==> config.mk <==
export PLATFORM = sky130hd
export DESIGN_NAME = mem_arbiter
export DESIGN_NICKNAME = d
export VERILOG_FILES = /design/src/rtl/mem_arbiter.sv
export SDC_FILE = /design/constraint.sdc
export NUM_CORES = 1
export LEC_CHECK = 0
export BUFFER_PORTS_ARGS = -buffer_cell sky130_fd_sc_hd__buf_2
export CORE_UTILIZATION = 52
export CTS_CLUSTER_DIAMETER = 100
export DETAILED_ROUTE_END_ITERATION = 16
export PLACE_DENSITY = 0.84
export SLEW_MARGIN = 10
export SYNTH_ARGS = -nofsm -noshare
export SYNTH_HDL_FRONTEND = slang
export SYNTH_SLANG_ARGS = --single-unit
==> constraint.sdc <==
create_clock -name clk_in -period 2.85 [get_ports clk_in]
set_input_delay 0.57 -clock clk_in [delete_from_list [all_inputs] [get_ports clk_in]]
set_output_delay 0.57 -clock clk_in [all_outputs]
set_load 0.05 [all_outputs]
==> src/rtl/mem_arbiter.sv <==
// Byte-serial RAM port arbiter: ROB stores take the port first, then
// load-buffer loads, then instruction fetch. Each 1/2/4-byte access is
// split into byte beats and finishes with one done pulse to its owner.
module mem_arbiter #(
    parameter int unsigned AddressWidth = 32,
    parameter int unsigned IDWidth      = 32,
    parameter logic [1:0]  IO_HI        = 2'b11
) (
    input  logic                    clk_in,
    input  logic                    rst_in,
    input  logic                    rdy_in,
    input  logic                    flush_in,
    input  logic                    rob_mem_en_in,
    input  logic [AddressWidth-1:0] rob_mem_addr_in,
    input  logic [2:0]              rob_mem_width_in,
    input  logic [IDWidth-1:0]      rob_mem_data_in,
    output logic                    mem_rob_done_out,
    input  logic                    lb_mem_en_in,
    input  logic [AddressWidth-1:0] lb_mem_addr_in,
    input  logic [2:0]              lb_mem_width_in,
    input  logic                    lb_mem_signed_in,
    output logic                    mem_lb_done_out,
    output logic [IDWidth-1:0]      mem_lb_data_out,
    input  logic                    if_mem_en_in,
    input  logic [AddressWidth-1:0] if_mem_addr_in,
    output logic                    mem_if_done_out,
    output logic [IDWidth-1:0]      mem_if_inst_out,
    input  logic [7:0]              mem_din_in,
    input  logic                    io_buffer_full_in,
    output logic [7:0]              mem_dout_out,
    output logic [AddressWidth-1:0] mem_a_out,
    output logic                    mem_wr_out
);

    localparam int unsigned CntWidth = 3;

    typedef enum logic [1:0] {ST_IDLE, ST_READ, ST_WRITE, ST_DONE} state_e;
    typedef enum logic [1:0] {OWN_ROB, OWN_LB, OWN_IF} owner_e;

    // Width code to byte count; unknown codes are full words.
    function automatic logic [CntWidth-1:0] width_bytes(input logic [2:0] code);
        case (code)
            3'b001:  return CntWidth'(1);
            3'b010:  return CntWidth'(2);
            default: return CntWidth'(4);
        endcase
    endfunction

    // Little-endian byte select from a data word.
    function automatic logic [7:0] word_byte(input logic [IDWidth-1:0] w, input logic [1:0] idx);
        case (idx)
            2'd0:    return w[7:0];
            2'd1:    return w[15:8];
            2'd2:    return w[23:16];
            default: return w[31:24];
        endcase
    endfunction

    state_e                  state_q, state_d;
    owner_e                  owner_q, owner_d;
    logic [CntWidth-1:0]     k_q, k_d;
    logic [CntWidth-1:0]     nbytes_q, nbytes_d;
    logic [AddressWidth-1:0] base_q, base_d;
    logic [IDWidth-1:0]      wdata_q, wdata_d;
    logic                    sgn_q, sgn_d;
    logic [IDWidth-1:0]      rbuf_q, rbuf_d;

    logic                    wr_q, wr_d;
    logic [AddressWidth-1:0] a_q, a_d;
    logic [7:0]              dout_q, dout_d;
    logic                    rob_done_q, rob_done_d;
    logic                    lb_done_q, lb_done_d;
    logic                    if_done_q, if_done_d;
    logic [IDWidth-1:0]      lb_data_q, lb_data_d;
    logic [IDWidth-1:0]      inst_q, inst_d;

    logic                    gnt_rob, gnt_lb, gnt_if;
    logic                    gnt_io_blk, wr_blk, last_beat;
    logic [IDWidth-1:0]      rd_word, ext_word;

    // Fixed-priority grant from IDLE; a flush only blocks speculative reads.
    always_comb begin
        gnt_rob = 1'b0;
        gnt_lb  = 1'b0;
        gnt_if  = 1'b0;
        if (state_q == ST_IDLE) begin
            gnt_rob = rob_mem_en_in;
            gnt_lb  = !rob_mem_en_in && lb_mem_en_in && !flush_in;
            gnt_if  = !rob_mem_en_in && !lb_mem_en_in && if_mem_en_in && !flush_in;
        end
    end

    // IO back-pressure and beat bookkeeping shared by both FSM processes.
    always_comb begin
        gnt_io_blk = (rob_mem_addr_in[17:16] == IO_HI) && io_buffer_full_in;
        wr_blk     = (base_q[17:16] == IO_HI) && io_buffer_full_in;
        last_beat  = (k_q == nbytes_q);
    end

    // Read word with the byte arriving this cycle merged in (byte k-1).
    always_comb begin
        rd_word = rbuf_q;
        case (k_q)
            3'd1:    rd_word[7:0]   = mem_din_in;
            3'd2:    rd_word[15:8]  = mem_din_in;
            3'd3:    rd_word[23:16] = mem_din_in;
            3'd4:    rd_word[31:24] = mem_din_in;
            default: rd_word = rbuf_q;
        endcase
    end

    // Sign or zero extension of narrow loads.
    always_comb begin
        case (nbytes_q)
            3'd1:    ext_word = sgn_q ? {{24{rd_word[7]}}, rd_word[7:0]}
                                      : {24'd0, rd_word[7:0]};
            3'd2:    ext_word = sgn_q ? {{16{rd_word[15]}}, rd_word[15:0]}
                                      : {16'd0, rd_word[15:0]};
            default: ext_word = rd_word;
        endcase
    end

    // State and output registers; rdy_in low freezes everything.
    always_ff @(posedge clk_in) begin
        if (rst_in) begin
            state_q    <= ST_IDLE;
            owner_q    <= OWN_ROB;
            k_q        <= '0;
            nbytes_q   <= '0;
            base_q     <= '0;
            wdata_q    <= '0;
            sgn_q      <= 1'b0;
            rbuf_q     <= '0;
            wr_q       <= 1'b0;
            a_q        <= '0;
            dout_q     <= '0;
            rob_done_q <= 1'b0;
            lb_done_q  <= 1'b0;
            if_done_q  <= 1'b0;
            lb_data_q  <= '0;
            inst_q     <= '0;
        end else if (rdy_in) begin
            state_q    <= state_d;
            owner_q    <= owner_d;
            k_q        <= k_d;
            nbytes_q   <= nbytes_d;
            base_q     <= base_d;
            wdata_q    <= wdata_d;
            sgn_q      <= sgn_d;
            rbuf_q     <= rbuf_d;
            wr_q       <= wr_d;
            a_q        <= a_d;
            dout_q     <= dout_d;
            rob_done_q <= rob_done_d;
            lb_done_q  <= lb_done_d;
            if_done_q  <= if_done_d;
            lb_data_q  <= lb_data_d;
            inst_q     <= inst_d;
        end
    end

    // Next state, beat counter and latched request.
    always_comb begin
        state_d  = state_q;
        owner_d  = owner_q;
        k_d      = k_q;
        nbytes_d = nbytes_q;
        base_d   = base_q;
        wdata_d  = wdata_q;
        sgn_d    = sgn_q;
        rbuf_d   = rbuf_q;
        case (state_q)
            ST_IDLE: begin
                if (gnt_rob) begin
                    state_d  = ST_WRITE;
                    owner_d  = OWN_ROB;
                    base_d   = rob_mem_addr_in;
                    nbytes_d = width_bytes(rob_mem_width_in);
                    wdata_d  = rob_mem_data_in;
                    sgn_d    = 1'b0;
                    k_d      = gnt_io_blk ? CntWidth'(0) : CntWidth'(1);
                end else if (gnt_lb) begin
                    state_d  = ST_READ;
                    owner_d  = OWN_LB;
                    base_d   = lb_mem_addr_in;
                    nbytes_d = width_bytes(lb_mem_width_in);
                    sgn_d    = lb_mem_signed_in;
                    k_d      = '0;
                    rbuf_d   = '0;
                end else if (gnt_if) begin
                    state_d  = ST_READ;
                    owner_d  = OWN_IF;
                    base_d   = if_mem_addr_in;
                    nbytes_d = CntWidth'(4);
                    sgn_d    = 1'b0;
                    k_d      = '0;
                    rbuf_d   = '0;
                end
            end
            ST_WRITE: begin
                if (last_beat) begin
                    state_d = ST_DONE;
                end else if (!wr_blk) begin
                    k_d = k_q + CntWidth'(1);
                end
            end
            ST_READ: begin
                if (flush_in) begin
                    state_d = ST_IDLE;
                end else begin
                    rbuf_d = rd_word;
                    if (last_beat) begin
                        state_d = ST_DONE;
                    end else begin
                        k_d = k_q + CntWidth'(1);
                    end
                end
            end
            ST_DONE: state_d = ST_IDLE;
            default: state_d = ST_IDLE;
        endcase
    end

    // Next values of the registered port outputs.
    always_comb begin
        wr_d       = 1'b0;
        a_d        = a_q;
        dout_d     = dout_q;
        rob_done_d = 1'b0;
        lb_done_d  = 1'b0;
        if_done_d  = 1'b0;
        lb_data_d  = lb_data_q;
        inst_d     = inst_q;
        case (state_q)
            ST_IDLE: begin
                if (gnt_rob) begin
                    a_d = rob_mem_addr_in;
                    if (!gnt_io_blk) begin
                        wr_d   = 1'b1;
                        dout_d = rob_mem_data_in[7:0];
                    end
                end else if (gnt_lb) begin
                    a_d = lb_mem_addr_in;
                end else if (gnt_if) begin
                    a_d = if_mem_addr_in;
                end
            end
            ST_WRITE: begin
                if (last_beat) begin
                    rob_done_d = 1'b1;
                end else if (!wr_blk) begin
                    wr_d   = 1'b1;
                    a_d    = base_q + AddressWidth'(k_q);
                    dout_d = word_byte(wdata_q, k_q[1:0]);
                end
            end
            ST_READ: begin
                if (!flush_in) begin
                    if ((k_q + CntWidth'(1)) < nbytes_q) begin
                        a_d = base_q + AddressWidth'(k_q + CntWidth'(1));
                    end
                    if (last_beat) begin
                        if (owner_q == OWN_LB) begin
                            lb_done_d = 1'b1;
                            lb_data_d = ext_word;
                        end else begin
                            if_done_d = 1'b1;
                            inst_d    = rd_word;
                        end
                    end
                end
            end
            default: ;
        endcase
    end

    assign mem_wr_out       = wr_q;
    assign mem_a_out        = a_q;
    assign mem_dout_out     = dout_q;
    assign mem_rob_done_out = rob_done_q;
    assign mem_lb_done_out  = lb_done_q;
    assign mem_if_done_out  = if_done_q;
    assign mem_lb_data_out  = lb_data_q;
    assign mem_if_inst_out  = inst_q;

endmodule

==> flow_summary.toml, run 1 <==
[run_status]
status = "finished clean"

[timing]
slew_violations = 0
finalClockSkew_ps = 18.78
max_slew.worst_pin.slew_ps = 955.9
finalCritPeriodShare_pct = 93.73
fin_tns_setup_ps = 0
hold_ws_ps = 273.7
setup_viol = 0
hold_viol = 0
fmax_mhz = 374.3
period_needed_ps = 2671
max_slew_margin_pct = 36.27
rsz0062_at_grt = "no"

[synthesis]
synth_seq_cells = 215
synth.distinct_cells = 76
netlist_area_mm2 = 0.01102
syn_inst = 1375
synth_warnings = 0
synth_nets = 1546
synth_seq_area_share_pct = 39.07
ys_async_sr_fraction_pct = 0
synth-edff-count = 0
synth_flop_cell = "dfxtp_1"
synth.avg_cell_area_um2 = 8.012

[setup_path]
cp_data_required_time_ps = 3220
critPathSlowestCell = "a21boi_2"
end_kind = "register"
reg2reg_depth = 7
critical-path-max-stage-delay_ps = 620
crit_arrival_ps = 3040
r2r_slack_ps = 180
r2r_end = "mem_lb_data_out[25]"
path_cells = "inv_1 > ha_2 > buf_4 > nand3_1 > nor2_2 > a21boi_2 > a211oi_1"
start_kind = "register"
critical_path_class = "reg -> reg"
cp_top_family = "compound AO/OA/AOI/OAI gates"
critPathBufInv = 2
r2r-start = "state_q[1]"
cp_max_fo = 54

[clocking]
cts-root-buf = "clkbuf_16"
numCtsBuffers = 23
cts_tree = "done"
post_cts_buffers = 0
clock-sinks = 215
htree_levels = 1
cts_hold_buffers = 0
clk_path_buf_depth = 3
clkTransAtPathRegs_ps = 70
clkLatencyLatePin_ps = 540

[detailed_routing]
vias = 11730
vias_per_cell = 6.228
ant_nets = 0
first_iter_violations = 1242
wl_per_cell_um = 19.56
drt_pass1_iterations = 7
drc = 0
drt-total-wl_um = 36840

[global_routing]
grt.overflow.total = 0
grt_pass1_wl_um = 56790
grt_antenna_before_repair = 2
grt_usage_pct = 32.71
grt_pass1_vias = 10630
grt_max_degree = 117

[cells_and_area]
mostFrequentLayoutCell = "buf_2"
finalNetCount = 1767
most-common-layout-cells = "buf_2 (257), dfxtp_1 (213), nor2_1 (203), nand2_1 (183), a21oi_1 (94)"
syn2layout_area_growth_pct = 22.56
final_layout_size_suffix_gt1_share_pct = 24.63
finish.utilization_pct = 65.88

[hold_path]
worstHoldStart = "rob_mem_data_in[13]"
holdPathStages = 3
hold_end = "wdata_q[13]"
hold_path.class = "in -> reg"

[floorplan]
dieWidth_um = 147.6
io_pins = 259
dieArea_mm2 = 0.02177
row_count = 52
core_area_mm2 = 0.02049
chipHeight_um = 147.6
initial_core_util_pct = 53.75

[placed_design]
io_buffer_count = 258
dp_hpwl_um = 26210
gp_congestion = 0.9858

[power]
seqPwrFrac_pct = 35.9
pwr-share-clk_pct = 34.1
power.internal_w = 0.006187
p_comb_share_pct = 30.0
swShare_pct = 36.32
ir_drop_v = 0.0004790
power.net_switching_w = 0.003528
power_density_mw_per_mm2 = 719.6
p_leak_nw = 5.473

[job]
maxCapViolCount = 0
worst min-delay path, stage by stage:
cell     delay, ps
buf_2           90
nand2_1         50
a21oi_1         50
stage by stage:
stage / instances / total power, W / instance area [µm²] / setup slack (ps)
floorplan: 1375 / 0.005434 / 11020 / 232.9
global placement: 1841 / 0.006330 / 12660 / 275.1
detailed placement: 1841 / 0.006378 / 12660 / 179.5
CTS: 1882 / 0.009654 / 13490 / 163.6
global route: 1883 / 0.01007 / 13500 / 17.45
finish: 1883 / 0.009715 / 13500 / 178.6
worst max path at each step:
stage                    start             endpoint  slack (ps)  cells past startpoint
detailed placement      k_q[0]        mem_a_out[18]         180                     10
floorplan               k_q[0]        mem_a_out[28]         230                      9
finish              state_q[1]  mem_lb_data_out[25]         180                      7
global route            k_q[0]        mem_a_out[28]          20                      9
CTS                     k_q[0]        mem_a_out[28]         160                      9
global placement        k_q[0]        mem_a_out[18]         280                     10
power by group through the flow:
| stage | Clock [W] | Sequential (W) | Combinational, W |
|---|---|---|---|
| floorplan | 0 | 0.00396 | 0.00148 |
| global placement | 0 | 0.00354 | 0.00279 |
| detailed placement | 0 | 0.00354 | 0.00284 |
| CTS | 0.00333 | 0.00348 | 0.00285 |
| global route | 0.00345 | 0.00351 | 0.00311 |
| finish | 0.00331 | 0.00349 | 0.00292 |
registers in the layout (all words and copies together) (netlist names):
register / cells
mem_dout_out: 8
mem_wr_out: 1
mem_lb_done_out: 1
rbuf_q: 32
sgn_q: 1
base_q: 32
mem_if_done_out: 1
k_q: 3
mem_lb_data_out: 32
nbytes_q: 3
state_q: 2
mem_if_inst_out: 32
wdata_q: 32
mem_rob_done_out: 1
owner_q: 2
mem_a_out: 32
synth_stat cells (5+ instances only):
| cell | instances | area [µm²] |
|---|---|---|
| xor2_1 | 11 | 96.34 |
| a222oi_1 | 8 | 80.08 |
| mux2i_1 | 50 | 500.5 |
| mux2_2 | 19 | 214.0 |
| o21a_1 | 9 | 67.56 |
| nor2_1 | 205 | 769.5 |
| inv_1 | 18 | 67.56 |
| nor2b_1 | 5 | 31.28 |
| clkbuf_1 | 89 | 334.1 |
| nor4_1 | 8 | 50.05 |
| a22oi_1 | 14 | 105.1 |
| dfxtp_1 | 215 | 4304 |
| or3_1 | 9 | 56.30 |
| o21ai_0 | 45 | 225.2 |
| ha_1 | 18 | 225.2 |
| a32oi_1 | 21 | 183.9 |
| and4_1 | 5 | 43.79 |
| a22o_1 | 7 | 61.31 |
| a311oi_1 | 12 | 105.1 |
| nand3_1 | 27 | 135.1 |
| a31oi_1 | 24 | 150.1 |
| a211oi_1 | 87 | 653.1 |
| nor3_1 | 37 | 185.2 |
| o211ai_1 | 13 | 97.59 |
| nand2_1 | 184 | 690.7 |
| a221oi_1 | 5 | 43.79 |
| buf_2 | 18 | 90.09 |
| nand2b_1 | 9 | 56.30 |
| a21oi_1 | 94 | 470.5 |
| o211a_1 | 6 | 60.06 |
| a21o_1 | 9 | 67.56 |
| and3_1 | 5 | 31.28 |
| nand4_1 | 10 | 62.56 |
cell families after synthesis:
| logic type | share of synthesized area (%) |
|---|---|
| flip-flops | 39.07 |
| AO/OA/AOI/OAI | 24.68 |
| XOR/XNOR | 0.9540 |
| multiplexers | 6.485 |
| buffers and inverters | 4.952 |
| adder cells (fa/ha/maj) | 2.408 |
| AND/OR/NAND/NOR | 21.45 |
metal layers:
metal  share of wire (%)  vias up  GRT usage [%]
met1                  42     5473          45.57
li1                    -     5429              -
met5               0.030        -              0
met4                 2.4        2          10.15
met3                  12       82          8.117
met2                  43      742          49.58
repair_timing:
action / 4_1_cts / 5_1_grt
gates resized for setup: 0 / 4
endpoints found under the setup margin: 0 / 11
hold endpoints to repair: 0 / 0
layout make-up:
type | count | area [µm²]
fill | 1692 | 6993
multi-input combinational | 1026 | 6206
sequential | 215 | 4307
timing repair buffer | 311 | 1745
clock buffer | 30 | 631.9
tap | 270 | 337.8
clock inverter | 11 | 200.2
inverter | 19 | 71.32
antenna | 1 | 2.502
No activity file was read; power rests on OpenSTA's default activity.
==> run 2, diff against run 1 <==
--- a/config.mk
+++ b/config.mk
@@ -5,11 +5,12 @@
 export SDC_FILE = /design/constraint.sdc
 export NUM_CORES = 1
 export LEC_CHECK = 0
+export ABC_AREA = 1
 export BUFFER_PORTS_ARGS = -buffer_cell sky130_fd_sc_hd__buf_2
 export CORE_UTILIZATION = 52
 export CTS_CLUSTER_DIAMETER = 100
 export DETAILED_ROUTE_END_ITERATION = 16
-export PLACE_DENSITY = 0.84
+export PLACE_DENSITY = 0.83
 export SLEW_MARGIN = 10
 export SYNTH_ARGS = -nofsm -noshare
 export SYNTH_HDL_FRONTEND = slang
==> run 2 against run 1 <==
First-iteration DRC count fell by 23%. Final cell count rose by 22%. Sequential share of layout area fell by 0.73 points. Utilization fell by 2.6 points. Clock skew rose by 7.6 ps. Critical path depth rose by 4. Critical endpoint is now mem_a_out[16]. Largest cell class unchanged. Highest routed layer unchanged.
==> flow_summary.toml, run 2 <==
[run_status]
status = "finished clean"

[detailed_routing]
wl_per_cell_um = 16.26
drt-total-wl_um = 37210
vias = 12860
ant_nets = 0
first_iter_violations = 962
drt_pass1_iterations = 5
vias_per_cell = 5.617
drc = 0

[synthesis]
netlist.area_leader.share_pct = 37.10
synth.avg_cell_area_um2 = 6.489
netlist_area_mm2 = 0.01160
synth_top_area_cell = "dfxtp_1"
synth_warnings = 0
synth_seq_area_share_pct = 37.10
synthTopCellsByCount = "nand2_1 (475), dfxtp_1 (215), a21oi_1 (208), nand3_1 (195), nor2_1 (156)"
ys_async_sr_fraction_pct = 0
synth_nets = 1959
synth-edff-count = 0
synth_flop_cell = "dfxtp_1"
syn_inst = 1788
yosysMostFrequentCell = "nand2_1"
synth.distinct_cells = 40
synthTopCellsByArea = "dfxtp_1 (37%), nand2_1 (15%), a21oi_1 (9.0%)"
synth_seq_cells = 215

[job]
maxCapViolCount = 0

[floorplan]
chipHeight_um = 151.4
row_count = 54
dieWidth_um = 151.4
core_area_mm2 = 0.02182
io_pins = 259
dieArea_mm2 = 0.02291
initial_core_util_pct = 53.16

[global_routing]
grt_antenna_before_repair = 2
grt_usage_pct = 31.90
grt_pass1_wl_um = 57940
grt_max_degree = 131
grt_pass1_vias = 11670
grt.overflow.total = 0

[timing]
setup_viol = 0
setup_ws_ps = 224.3
finalCritPeriodShare_pct = 92.13
hold_viol = 0
hold_ws_ps = 286.0
fin_tns_setup_ps = 0
period_needed_ps = 2626
slew_violations = 0
finalClockSkew_ps = 26.36
rsz0062_at_grt = "no"
max_slew_margin_pct = 46.82
fmax_mhz = 380.8
max_slew.worst_pin.slew_ps = 789.4

[power]
finalPower_w = 0.009540
ir_drop_v = 0.0005187
p_leak_nw = 6.203
power_density_mw_per_mm2 = 690.7

[placed_design]
placed_area_mm2 = 0.01302
io_buffer_count = 258
pre_cts_ws_ps = 292.8
dp_hpwl_um = 26440
gp_congestion = 0.9600

[cells_and_area]
register_area_mm2 = 0.004304
mostFrequentLayoutCell = "nand2_1"
final_layout_size_suffix_gt1_share_pct = 17.48
finalNetCount = 2164
multi_input_area_mm2 = 0.006262
most-common-layout-cells = "nand2_1 (475), buf_2 (257), dfxtp_1 (215), a21oi_1 (208), nand3_1 (195)"
fin_area_mm2 = 0.01381
syn2layout_area_growth_pct = 19.04
fillCellCount = 2066

[clocking]
clock-sinks = 215
clk_path_buf_depth = 3
cts_resized = 0
cts_tree = "done"
cts-root-buf = "clkbuf_16"
htree_levels = 1
post_cts_buffers = 0
cts_hold_buffers = 0
numCtsBuffers = 24
clkLatencyLatePin_ps = 550
clkTransAtPathRegs_ps = 60

[setup_path]
critPathSlowestCell = "dfxtp_1"
end_kind = "register"
critical_path_class = "reg -> reg"
critical-path-max-stage-delay_ps = 540
crit_arrival_ps = 3080
cp_data_required_time_ps = 3310
cp_max_fo = 18
start_kind = "register"
path_cells = "ha_1 > ha_1 > inv_1 > ha_1 > a21oi_1 > a21oi_1 > nor2_1 > nand2_2 > inv_2 > nand3_1 > a21oi_1"

[hold_path]
hold_path.class = "in -> reg"
==> run 2: cell types whose count changed after synthesis, sizes merged, moves of 17 or more <==
cell | before | now
mux2 | 19 | 0
nand2 | 184 | 477
nand3 | 27 | 197
mux2i | 50 | 7
nor2 | 205 | 163
o21ai | 49 | 155
inv | 18 | 147
a32oi | 21 | 0
a211oi | 87 | 27
clkbuf | 90 | 64
a21oi | 94 | 209
nor3 | 38 | 5
buf | 25 | 42
==> run 2: logic make-up (layout without fill, tap and decap cells) <==
logic type / after synthesis / count (layout) / share of synthesized area, %
mux: 7 / 7 / 0.6039
xor+xnor: 2 / 2 / 0.1510
compound gates: 440 / 440 / 20.51
simple gates: 850 / 850 / 30.34
flops: 215 / 215 / 37.10
fa+ha+maj: 20 / 20 / 2.286
other cells: 0 / 1 / 0
buf+inv: 254 / 474 / 9.015
==> run 2: where the power goes <==
group	internal [W]	switching, W	total (W)
logic	0.000827	0.00210	0.00293
registers	0.00330	0.000235	0.00353
clock network	0.00180	0.00128	0.00308
==> run 2: critical path, delay by kind of cell, from the launching register on <==
kind                     cells  cell delay, ps
adder cells (fa/ha/maj)      3             790
AO/OA/AOI/OAI                3             400
AND/OR/NAND/NOR              3             440
buffers and inverters        2             380
flip-flops                   1             540
==> run 2: layer usage <==
| metal | track usage (%) | share of wire [%] | up-vias |
|---|---|---|---|
| met4 | 17.20 | 5.1 | 4 |
| met1 | 37.26 | 40 | 5899 |
| met3 | 5.301 | 6.5 | 105 |
| li1 | - | - | 6330 |
| met5 | 0 | 0.070 | - |
| met2 | 55.46 | 48 | 520 |
==> run 2: area by class of cell <==
| type | count | share of cell area, % |
|---|---|---|
| Clock inverter | 6 | 0.6432 |
| Clock buffer | 35 | 5.082 |
| Timing Repair Buffer | 285 | 11.20 |
| Multi-Input combinational cell | 1319 | 45.34 |
| Inverter | 148 | 4.022 |
| Sequential cell | 215 | 31.16 |
| Tap cell | 280 | 2.536 |
| Antenna cell | 1 | 0.01812 |
==> run 2: worst paths after layout <==
kind | slack [ps] | start | to | cells after the start
hold / removal | 290 | rob_mem_data_in[26] | wdata_q[26] | 3
setup / recovery | 220 | k_q[1] | mem_a_out[16] | 11
hold reg to reg | 450 | mem_lb_data_out[3] | mem_lb_data_out[3] | 2
setup reg to reg | 220 | k_q[1] | mem_a_out[16] | 11
==> run 2: stage by stage <==
step,instances,utilization (%)
floorplan,1788,-
global placement,2247,59.65
detailed placement,2247,59.65
CTS,2288,63.28
global route,2288,63.28
finish,2289,63.29
